<file path="config.mk">
export PLATFORM = sky130hd
export DESIGN_NAME = fetch_stage_flat
export DESIGN_NICKNAME = d
export VERILOG_FILES = /design/src/rtl/cpu_pkg.sv /design/src/rtl/fetch_stage_if.sv /design/src/rtl/fetch_skid_buf.sv /design/src/rtl/fetch_stage.sv /design/src/flat_wrapper.sv
export SDC_FILE = /design/constraint.sdc
export NUM_CORES = 1
export LEC_CHECK = 0
export CORE_MARGIN = 2
export CORE_UTILIZATION = 35
export CTS_BUF_LIST = sky130_fd_sc_hd__clkbuf_8 sky130_fd_sc_hd__clkbuf_16
export DETAILED_ROUTE_END_ITERATION = 10
export DONT_BUFFER_PORTS = 1
export MAX_ROUTING_LAYER = met4
export SYNTH_ARGS = -nofsm -noshare
export SYNTH_HDL_FRONTEND = slang
export SYNTH_SLANG_ARGS = --single-unit
export TNS_END_PERCENT = 10
</file>
<file path="constraint.sdc">
create_clock -name clk -period 3.84 [get_ports clk]
set_input_delay 0.768 -clock clk [delete_from_list [all_inputs] [get_ports clk]]
set_output_delay 0.768 -clock clk [all_outputs]
set_load 0.01 [all_outputs]
</file>
<file path="src/rtl/cpu_pkg.sv">
// rtl/cpu_pkg.sv - shared widths, fetch FSM states and opcode constants for the 16-bit pipeline
package cpu_pkg;

    localparam int XLEN = 16;

    typedef logic [XLEN-1:0] word_t;

    typedef enum logic [2:0] {
        ST_IDLE,
        ST_FETCH,
        ST_HOLD,
        ST_DRAIN,
        ST_HALTED
    } fetch_state_t;

    localparam logic [3:0] OP_HALT = 4'b0000;
    localparam logic [3:0] OP_JMP  = 4'b0111;

    // Instruction addresses are halfword aligned; bit 0 is always forced low.
    function automatic word_t even_addr(input word_t a);
        return {a[XLEN-1:1], 1'b0};
    endfunction

endpackage

</file>
<file path="src/rtl/fetch_stage_if.sv">
// rtl/fetch_stage_if.sv - instruction memory req/ack bus between fetch stage and imem
interface fetch_stage_if;
    import cpu_pkg::*;

    logic  imem_req;
    word_t imem_addr;
    logic  imem_ack;
    word_t imem_rdata;

    modport master (output imem_req, output imem_addr, input imem_ack, input imem_rdata);
    modport slave  (input imem_req, input imem_addr, output imem_ack, output imem_rdata);

endinterface

</file>
<file path="src/rtl/fetch_skid_buf.sv">
// rtl/fetch_skid_buf.sv - single-entry {instr, pc} skid buffer for fetches completing under stall
module fetch_skid_buf
    import cpu_pkg::*;
(
    input  logic  clk,
    input  logic  reset,
    input  logic  load,
    input  logic  unload,
    input  logic  clear,
    input  word_t load_instr,
    input  word_t load_pc,
    output word_t instr,
    output word_t pc,
    output logic  full
);

    // Capture on load; unload and clear both empty the entry.
    always_ff @(posedge clk) begin
        if (!reset) begin
            full  <= 1'b0;
            instr <= '0;
            pc    <= '0;
        end else if (clear || unload) begin
            full <= 1'b0;
        end else if (load) begin
            full  <= 1'b1;
            instr <= load_instr;
            pc    <= load_pc;
        end
    end

endmodule

</file>
<file path="src/rtl/fetch_stage.sv">
// rtl/fetch_stage.sv - IF stage: PC, imem req/ack fetch FSM, kill flag, skid and IF/ID register
module fetch_stage
    import cpu_pkg::*;
#(
    parameter word_t RESET_PC = 16'h0000,
    parameter int    PC_STEP  = 2
)
(
    input  logic               clk,
    input  logic               reset,
    input  logic               stall_i,
    input  logic               pc_op,
    input  logic               b_jmp,
    input  logic               if_flush,
    input  logic               halt,
    input  word_t              branch_target,
    input  word_t              jump_target,
    fetch_stage_if.master      imem,
    output word_t              if_id_instr,
    output word_t              if_id_pc,
    output logic               if_id_valid,
    output logic               halted
);

    fetch_state_t state;
    word_t        pc;
    word_t        addr_q;
    logic         req_q;
    logic         kill;

    word_t        pc_inc;
    word_t        target;
    word_t        fetch_next;
    logic         ack;
    logic         redirect;
    logic         skid_load;
    logic         skid_unload;
    logic         skid_clear;
    word_t        skid_instr;
    word_t        skid_pc;
    logic         skid_full;

    assign imem.imem_req  = req_q;
    assign imem.imem_addr = addr_q;

    assign pc_inc     = pc + word_t'(PC_STEP);
    assign target     = even_addr(b_jmp ? branch_target : jump_target);
    // A killed response leaves pc already at the redirect target, so refetch pc itself.
    assign fetch_next = kill ? pc : pc_inc;
    // req_q is only ever high in FETCH or DRAIN, so a late ack elsewhere is ignored.
    assign ack        = req_q && imem.imem_ack;
    assign redirect   = pc_op && !stall_i;

    assign skid_load   = (state == ST_FETCH) && ack && stall_i && !halt && !kill && !if_flush;
    assign skid_unload = (state == ST_HOLD) && !stall_i && !halt;
    assign skid_clear  = redirect || halt;

    fetch_skid_buf u_skid (
        .clk        (clk),
        .reset      (reset),
        .load       (skid_load),
        .unload     (skid_unload),
        .clear      (skid_clear),
        .load_instr (imem.imem_rdata),
        .load_pc    (pc_inc),
        .instr      (skid_instr),
        .pc         (skid_pc),
        .full       (skid_full)
    );

    // Fetch FSM with registered request/address, PC, kill flag and IF/ID register.
    always_ff @(posedge clk) begin
        if (!reset) begin
            state       <= ST_IDLE;
            pc          <= RESET_PC;
            addr_q      <= RESET_PC;
            req_q       <= 1'b0;
            kill        <= 1'b0;
            if_id_instr <= '0;
            if_id_pc    <= '0;
            if_id_valid <= 1'b0;
            halted      <= 1'b0;
        end else begin
            case (state)
                ST_IDLE: begin
                    if (halt) begin
                        state  <= ST_HALTED;
                        halted <= 1'b1;
                    end else begin
                        state  <= ST_FETCH;
                        req_q  <= 1'b1;
                        addr_q <= pc;
                    end
                end
                ST_FETCH: begin
                    if (halt) begin
                        if_id_valid <= 1'b0;
                        kill        <= 1'b0;
                        if (ack) begin
                            state  <= ST_HALTED;
                            req_q  <= 1'b0;
                            halted <= 1'b1;
                        end else begin
                            state <= ST_DRAIN;
                        end
                    end else if (redirect) begin
                        pc          <= target;
                        if_id_valid <= 1'b0;
                        if (ack) begin
                            kill   <= 1'b0;
                            addr_q <= target;
                        end else begin
                            kill <= 1'b1;
                        end
                    end else if (ack) begin
                        if (!kill) begin
                            pc <= pc_inc;
                        end
                        kill   <= 1'b0;
                        addr_q <= fetch_next;
                        if (stall_i) begin
                            state <= ST_HOLD;
                            req_q <= 1'b0;
                            if (if_flush) begin
                                if_id_valid <= 1'b0;
                            end
                        end else if (kill || if_flush) begin
                            if_id_valid <= 1'b0;
                        end else begin
                            if_id_instr <= imem.imem_rdata;
                            if_id_pc    <= pc_inc;
                            if_id_valid <= 1'b1;
                        end
                    end else if (if_flush || !stall_i) begin
                        if_id_valid <= 1'b0;
                    end
                end
                ST_HOLD: begin
                    if (halt) begin
                        state       <= ST_HALTED;
                        halted      <= 1'b1;
                        if_id_valid <= 1'b0;
                    end else if (redirect) begin
                        state       <= ST_FETCH;
                        pc          <= target;
                        addr_q      <= target;
                        req_q       <= 1'b1;
                        if_id_valid <= 1'b0;
                    end else if (!stall_i) begin
                        state       <= ST_FETCH;
                        req_q       <= 1'b1;
                        addr_q      <= pc;
                        if_id_instr <= skid_instr;
                        if_id_pc    <= skid_pc;
                        if_id_valid <= skid_full && !if_flush;
                    end else if (if_flush) begin
                        if_id_valid <= 1'b0;
                    end
                end
                ST_DRAIN: begin
                    if (ack) begin
                        state  <= ST_HALTED;
                        req_q  <= 1'b0;
                        halted <= 1'b1;
                    end
                end
                ST_HALTED: begin
                    req_q       <= 1'b0;
                    if_id_valid <= 1'b0;
                end
                default: state <= ST_IDLE;
            endcase
        end
    end

endmodule

</file>
<file path="src/flat_wrapper.sv">
// flat-port wrapper written by rule: the top's interface ports become plain ports
module fetch_stage_flat import cpu_pkg::*;
#(
    parameter word_t RESET_PC = 16'h0000,
    parameter int    PC_STEP  = 2
)
  (clk, reset, stall_i, pc_op, b_jmp, if_flush, halt, branch_target, jump_target, if_id_instr, if_id_pc, if_id_valid, halted, imem_imem_req, imem_imem_addr, imem_imem_ack, imem_imem_rdata);
  fetch_stage_if imem_i ();
  input  logic clk;
  input  logic reset;
  input  logic stall_i;
  input  logic pc_op;
  input  logic b_jmp;
  input  logic if_flush;
  input  logic halt;
  input  word_t branch_target;
  input  word_t jump_target;
  output word_t if_id_instr;
  output word_t if_id_pc;
  output logic if_id_valid;
  output logic halted;
  output wire logic [$bits(imem_i.imem_req)-1:0] imem_imem_req;
  output wire logic [$bits(imem_i.imem_addr)-1:0] imem_imem_addr;
  input wire logic [$bits(imem_i.imem_ack)-1:0] imem_imem_ack;
  input wire logic [$bits(imem_i.imem_rdata)-1:0] imem_imem_rdata;
  assign imem_imem_req = imem_i.imem_req;
  assign imem_imem_addr = imem_i.imem_addr;
  assign imem_i.imem_ack = imem_imem_ack;
  assign imem_i.imem_rdata = imem_imem_rdata;
  fetch_stage #(.RESET_PC(RESET_PC), .PC_STEP(PC_STEP)) u_core (.clk(clk), .reset(reset), .stall_i(stall_i), .pc_op(pc_op), .b_jmp(b_jmp), .if_flush(if_flush), .halt(halt), .branch_target(branch_target), .jump_target(jump_target), .imem(imem_i), .if_id_instr(if_id_instr), .if_id_pc(if_id_pc), .if_id_valid(if_id_valid), .halted(halted));
endmodule
</file>
==> results.txt <==
- Ratio of final minimum period to clock period: 70.9%
- The smallest clock period supported by the final layout is computed as 2720 ps.
- The number of failing hold endpoints at the final stage is 0.
- Largest net degree at the start of global routing: 62
- Cells with a size suffix above 1 make up 9.19% of the layout.
* Setup repair bufs after CTS: 0
- The clock reaches the later pin of the worst-skew pair after 350 ps.
* Path class of the lowest-slack min-delay path: reg -> reg
- In this run, synthesis inferred 0 flip-flops with an integrated enable.
- Count of unresolved DRC violations after routing: 0
* Share of Yosys cell area claimed by the top area cell type: 37.0%
* Mean Syn Cell Area: 7.99 µm²
* Gr ovfl total: 0
- After clock tree synthesis, the clock-pin slew on the worst setup and hold paths is 70 ps.
- The synthesized design spends more area on one cell type than any other, namely sky130_fd_sc_hd__dfxtp_1.
* Max rail drop VDD: 239 µV
- Final clock skew: 4.88 ps
- The initial antenna violation count was 0.
- Startpoint type of the worst setup path: flip-flop
- Hold buffer count at CTS: 0
- Routed length per instance: 17.9 µm
- Global routing used 19.7% of the available tracks.
- Top area cells in the synthesized netlist: sky130_fd_sc_hd__dfxtp_1 37%, sky130_fd_sc_hd__nand2_1 8.1%, sky130_fd_sc_hd__nor2_1 6.1%, sky130_fd_sc_hd__a21oi_1 4.8%, sky130_fd_sc_hd__a311oi_2 4.8%
- Die footprint: 17,100 µm²
- The number of antenna diodes in the final layout is 0.
- Largest fanout on the critical path: 23
* Chip Width: 131 µm
- Type of the setup path with the least slack: reg -> reg
- The detailed router finished its first iteration with 404 violations.
- Hold is met by 457 ps.
* Number of placed I/O pins: 107
* Core footprint: 15,800 µm²
* Fillers: 1,664
- The cell sitting at the root of the clock tree is a sky130_fd_sc_hd__clkbuf_16.
* Number of endpoints failing setup at the final stage: 0
* Worst endpoint data arrival time: 3000 ps
- The detail route stage leaves a number of antenna-violating nets equal to 0.
* Max Root-Sink Buffers: 2
- Port buffering added 0 buffers.
- Counting every net in the synthesized netlist gives 760.
- After synthesis, the share of flip-flops with an asynchronous set or reset is 0%.
- Nature of the critical path endpoint: flip-flop
- The number of max-slew violations in the final report was 0.
- Using the TritonRoute via totals, the vias-per-cell ratio works out to 5.59.
- Row generation in the floorplan step produced 46 rows.
- The most used flip-flop cell after synthesis is sky130_fd_sc_hd__dfxtp_1.
* Cts bufs inserted: 9
- Area growth from synthesis to final layout: 5.43%
- Detailed-router iteration count before antenna repair: 5
- Power density over cell area: 392 nW/µm²
- The number of global-route vias before repair came to 4,732.
- Normalized max-slew margin: 24.2%
* Leakage power: 0.00193 µW
- Routability Congestion: 0.894
* Floorplan die height: 131 µm
- Synth warn: 0
* Area of the mapped netlist: 5620 µm²
- Setup repair after global routing left no endpoint under its margin.
- The detailed router placed 4,916 vias in this run.
- For this run, the post-layout net count is 716.
- Once detailed placement completed, the half-perimeter wirelength came to 10,600 µm.
* Sink count of the clock tree: 104
- Overall routed net length: 15,800 µm
- Adding up every negative setup slack in the final design gives 0 ps.
- After synthesis, flip-flops and latches occupy 37.0% of the total area.
* Least-Margin Pin Slew: 1130 ps
- First-pass GRT wire length: 25,200 µm
- The flow ran to the end, and the final reports show no timing, DRC or antenna violations.
* Post-synthesis instance total: 703
- The H-tree was split into 3 levels.
- Timing would allow up to 367 MHz.
- Total of flip-flops plus latches after synthesis: 104
- PostCTS Resize Cnt: 0
- The number of different library cells used by synthesis comes to 67.
- Max-cap violations in this run came to 0.
* Initial standard-cell utilization of the core: 35.6%
- TritonCTS clock tree: yes
- Required @ worst endpoint: 4120 ps
## power by group
group / leakage (µW) / switching, µW / total [µW] / internal, µW
clock: 0.000137 / 423 / 863 / 440
sequential: 0.000842 / 63.1 / 1180 / 1110
combinational: 0.000953 / 182 / 285 / 102
## state kept, by name (all words and copies together), names as in the netlist
name                   cells
u_core.if_id_instr        16
u_core.halted              1
u_core.u_skid.instr       16
u_core.imem.imem_addr     16
u_core.state               3
u_core.pc                 16
u_core.if_id_pc           16
u_core.if_id_valid         1
u_core.u_skid.full         1
u_core.kill                1
u_core.u_skid.pc          16
u_core.imem.imem_req       1
## per-stage QoR
stage          power, µW  instances  setup slack [ps]  util, %  cell area [µm²]
2_1_floorplan       1430        703              1790        -             5620
3_3_place_gp        1480        864              1180     35.8             5650
3_5_place_dp        1490        864              1120     35.8             5650
4_1_cts             2360        880              1110     37.6             5930
5_1_grt             2440        880               866     37.6             5930
6_report            2330        880              1120     37.6             5930
## cells by family after synthesis
kind of cell	Yosys count	synth area share, %
adder cells (fa/ha/maj)	1	0.223
buffers and inverters	72	6.12
AO/OA/AOI/OAI	198	25.3
flip-flops	104	37.0
multiplexers	19	3.45
XOR/XNOR	26	4.05
AND/OR/NAND/NOR	283	23.8
## worst max-delay path, stage by stage, from the launching register on
cell,delay (ps)
sky130_fd_sc_hd__dfxtp_1,830
sky130_fd_sc_hd__nor3b_4,510
sky130_fd_sc_hd__and4_1,790
sky130_fd_sc_hd__buf_4,310
sky130_fd_sc_hd__nor2_1,50
sky130_fd_sc_hd__nor3_1,150
## cell usage after synthesis (3+ instances only)
library cell and count:
sky130_fd_sc_hd__a211oi_1 8, sky130_fd_sc_hd__a21o_1 4, sky130_fd_sc_hd__a21oi_1 54, sky130_fd_sc_hd__a221oi_1 9, sky130_fd_sc_hd__a222oi_1 6, sky130_fd_sc_hd__a22oi_1 3
sky130_fd_sc_hd__a311oi_2 18, sky130_fd_sc_hd__a31oi_1 4, sky130_fd_sc_hd__and2_1 5, sky130_fd_sc_hd__and3_1 3, sky130_fd_sc_hd__buf_2 22, sky130_fd_sc_hd__buf_4 8
sky130_fd_sc_hd__clkbuf_1 28, sky130_fd_sc_hd__dfxtp_1 104, sky130_fd_sc_hd__inv_1 8, sky130_fd_sc_hd__mux2_2 3, sky130_fd_sc_hd__mux2i_1 16, sky130_fd_sc_hd__nand2_1 121
sky130_fd_sc_hd__nand2b_1 6, sky130_fd_sc_hd__nand3_1 10, sky130_fd_sc_hd__nand4_1 3, sky130_fd_sc_hd__nor2_1 91, sky130_fd_sc_hd__nor2b_1 5, sky130_fd_sc_hd__nor3_1 9
sky130_fd_sc_hd__nor4_1 5, sky130_fd_sc_hd__nor4_2 4, sky130_fd_sc_hd__o211ai_1 12, sky130_fd_sc_hd__o21ai_0 34, sky130_fd_sc_hd__o21ai_1 3, sky130_fd_sc_hd__o22ai_1 15
sky130_fd_sc_hd__o2bb2ai_1 4, sky130_fd_sc_hd__o31ai_1 3, sky130_fd_sc_hd__o32ai_1 4, sky130_fd_sc_hd__xnor2_1 17, sky130_fd_sc_hd__xor2_1 9
## area by class of cell
cell class                      count  area, µm²  area share [%]
Multi-Input combinational cell    527       3190            53.9
Clock buffer                        9        225            3.80
Inverter                            9       33.8           0.570
Tap cell                          216        270            4.56
Sequential cell                   104       2080            35.1
Clock inverter                      7       47.5           0.802
Timing Repair Buffer                8       72.6            1.22
## cell usage in the layout, fill, tap and decap left out, types with 5 or more instances in the layout
master,netlist,routed
sky130_fd_sc_hd__xor2_1,9,9
sky130_fd_sc_hd__a221oi_1,9,9
sky130_fd_sc_hd__a222oi_1,6,6
sky130_fd_sc_hd__nand2b_1,6,6
sky130_fd_sc_hd__nor2_1,91,91
sky130_fd_sc_hd__and2_1,5,5
sky130_fd_sc_hd__clkbuf_16,0,9
sky130_fd_sc_hd__mux2i_1,16,16
sky130_fd_sc_hd__o211ai_1,12,12
sky130_fd_sc_hd__o22ai_1,15,15
sky130_fd_sc_hd__nor2b_1,5,5
sky130_fd_sc_hd__nor3_1,9,9
sky130_fd_sc_hd__a21oi_1,54,54
sky130_fd_sc_hd__dfxtp_1,104,104
sky130_fd_sc_hd__a311oi_2,18,18
sky130_fd_sc_hd__inv_1,8,8
sky130_fd_sc_hd__nor4_1,5,5
sky130_fd_sc_hd__buf_4,8,7
sky130_fd_sc_hd__xnor2_1,17,17
sky130_fd_sc_hd__o21ai_0,34,34
sky130_fd_sc_hd__nand3_1,10,10
sky130_fd_sc_hd__nand2_1,121,121
sky130_fd_sc_hd__a211oi_1,8,8
## routing by layer
| metal | up-vias | global-route usage (%) | part of all wire [%] |
|---|---|---|---|
| li1 | 2418 | - | - |
| met2 | 188 | 31.1 | 45 |
| met3 | 19 | 4.48 | 7.5 |
| met4 | 0 | 6.26 | 1.9 |
| met5 | - | - | 0 |
| met1 | 2291 | 25.0 | 45 |
## path summary, 6_finish.rpt
check | to | cells past startpoint | startpoint | slack (ps)
setup / recovery | u_core.u_skid.pc[12] | 5 | u_core.state[0] | 1120
setup reg to reg | u_core.u_skid.pc[12] | 5 | u_core.state[0] | 1120
hold reg to reg | u_core.u_skid.instr[4] | 2 | u_core.u_skid.instr[4] | 460
hold / removal | u_core.u_skid.instr[4] | 2 | u_core.u_skid.instr[4] | 460
Note: power is estimated with default switching activity, not from simulation.
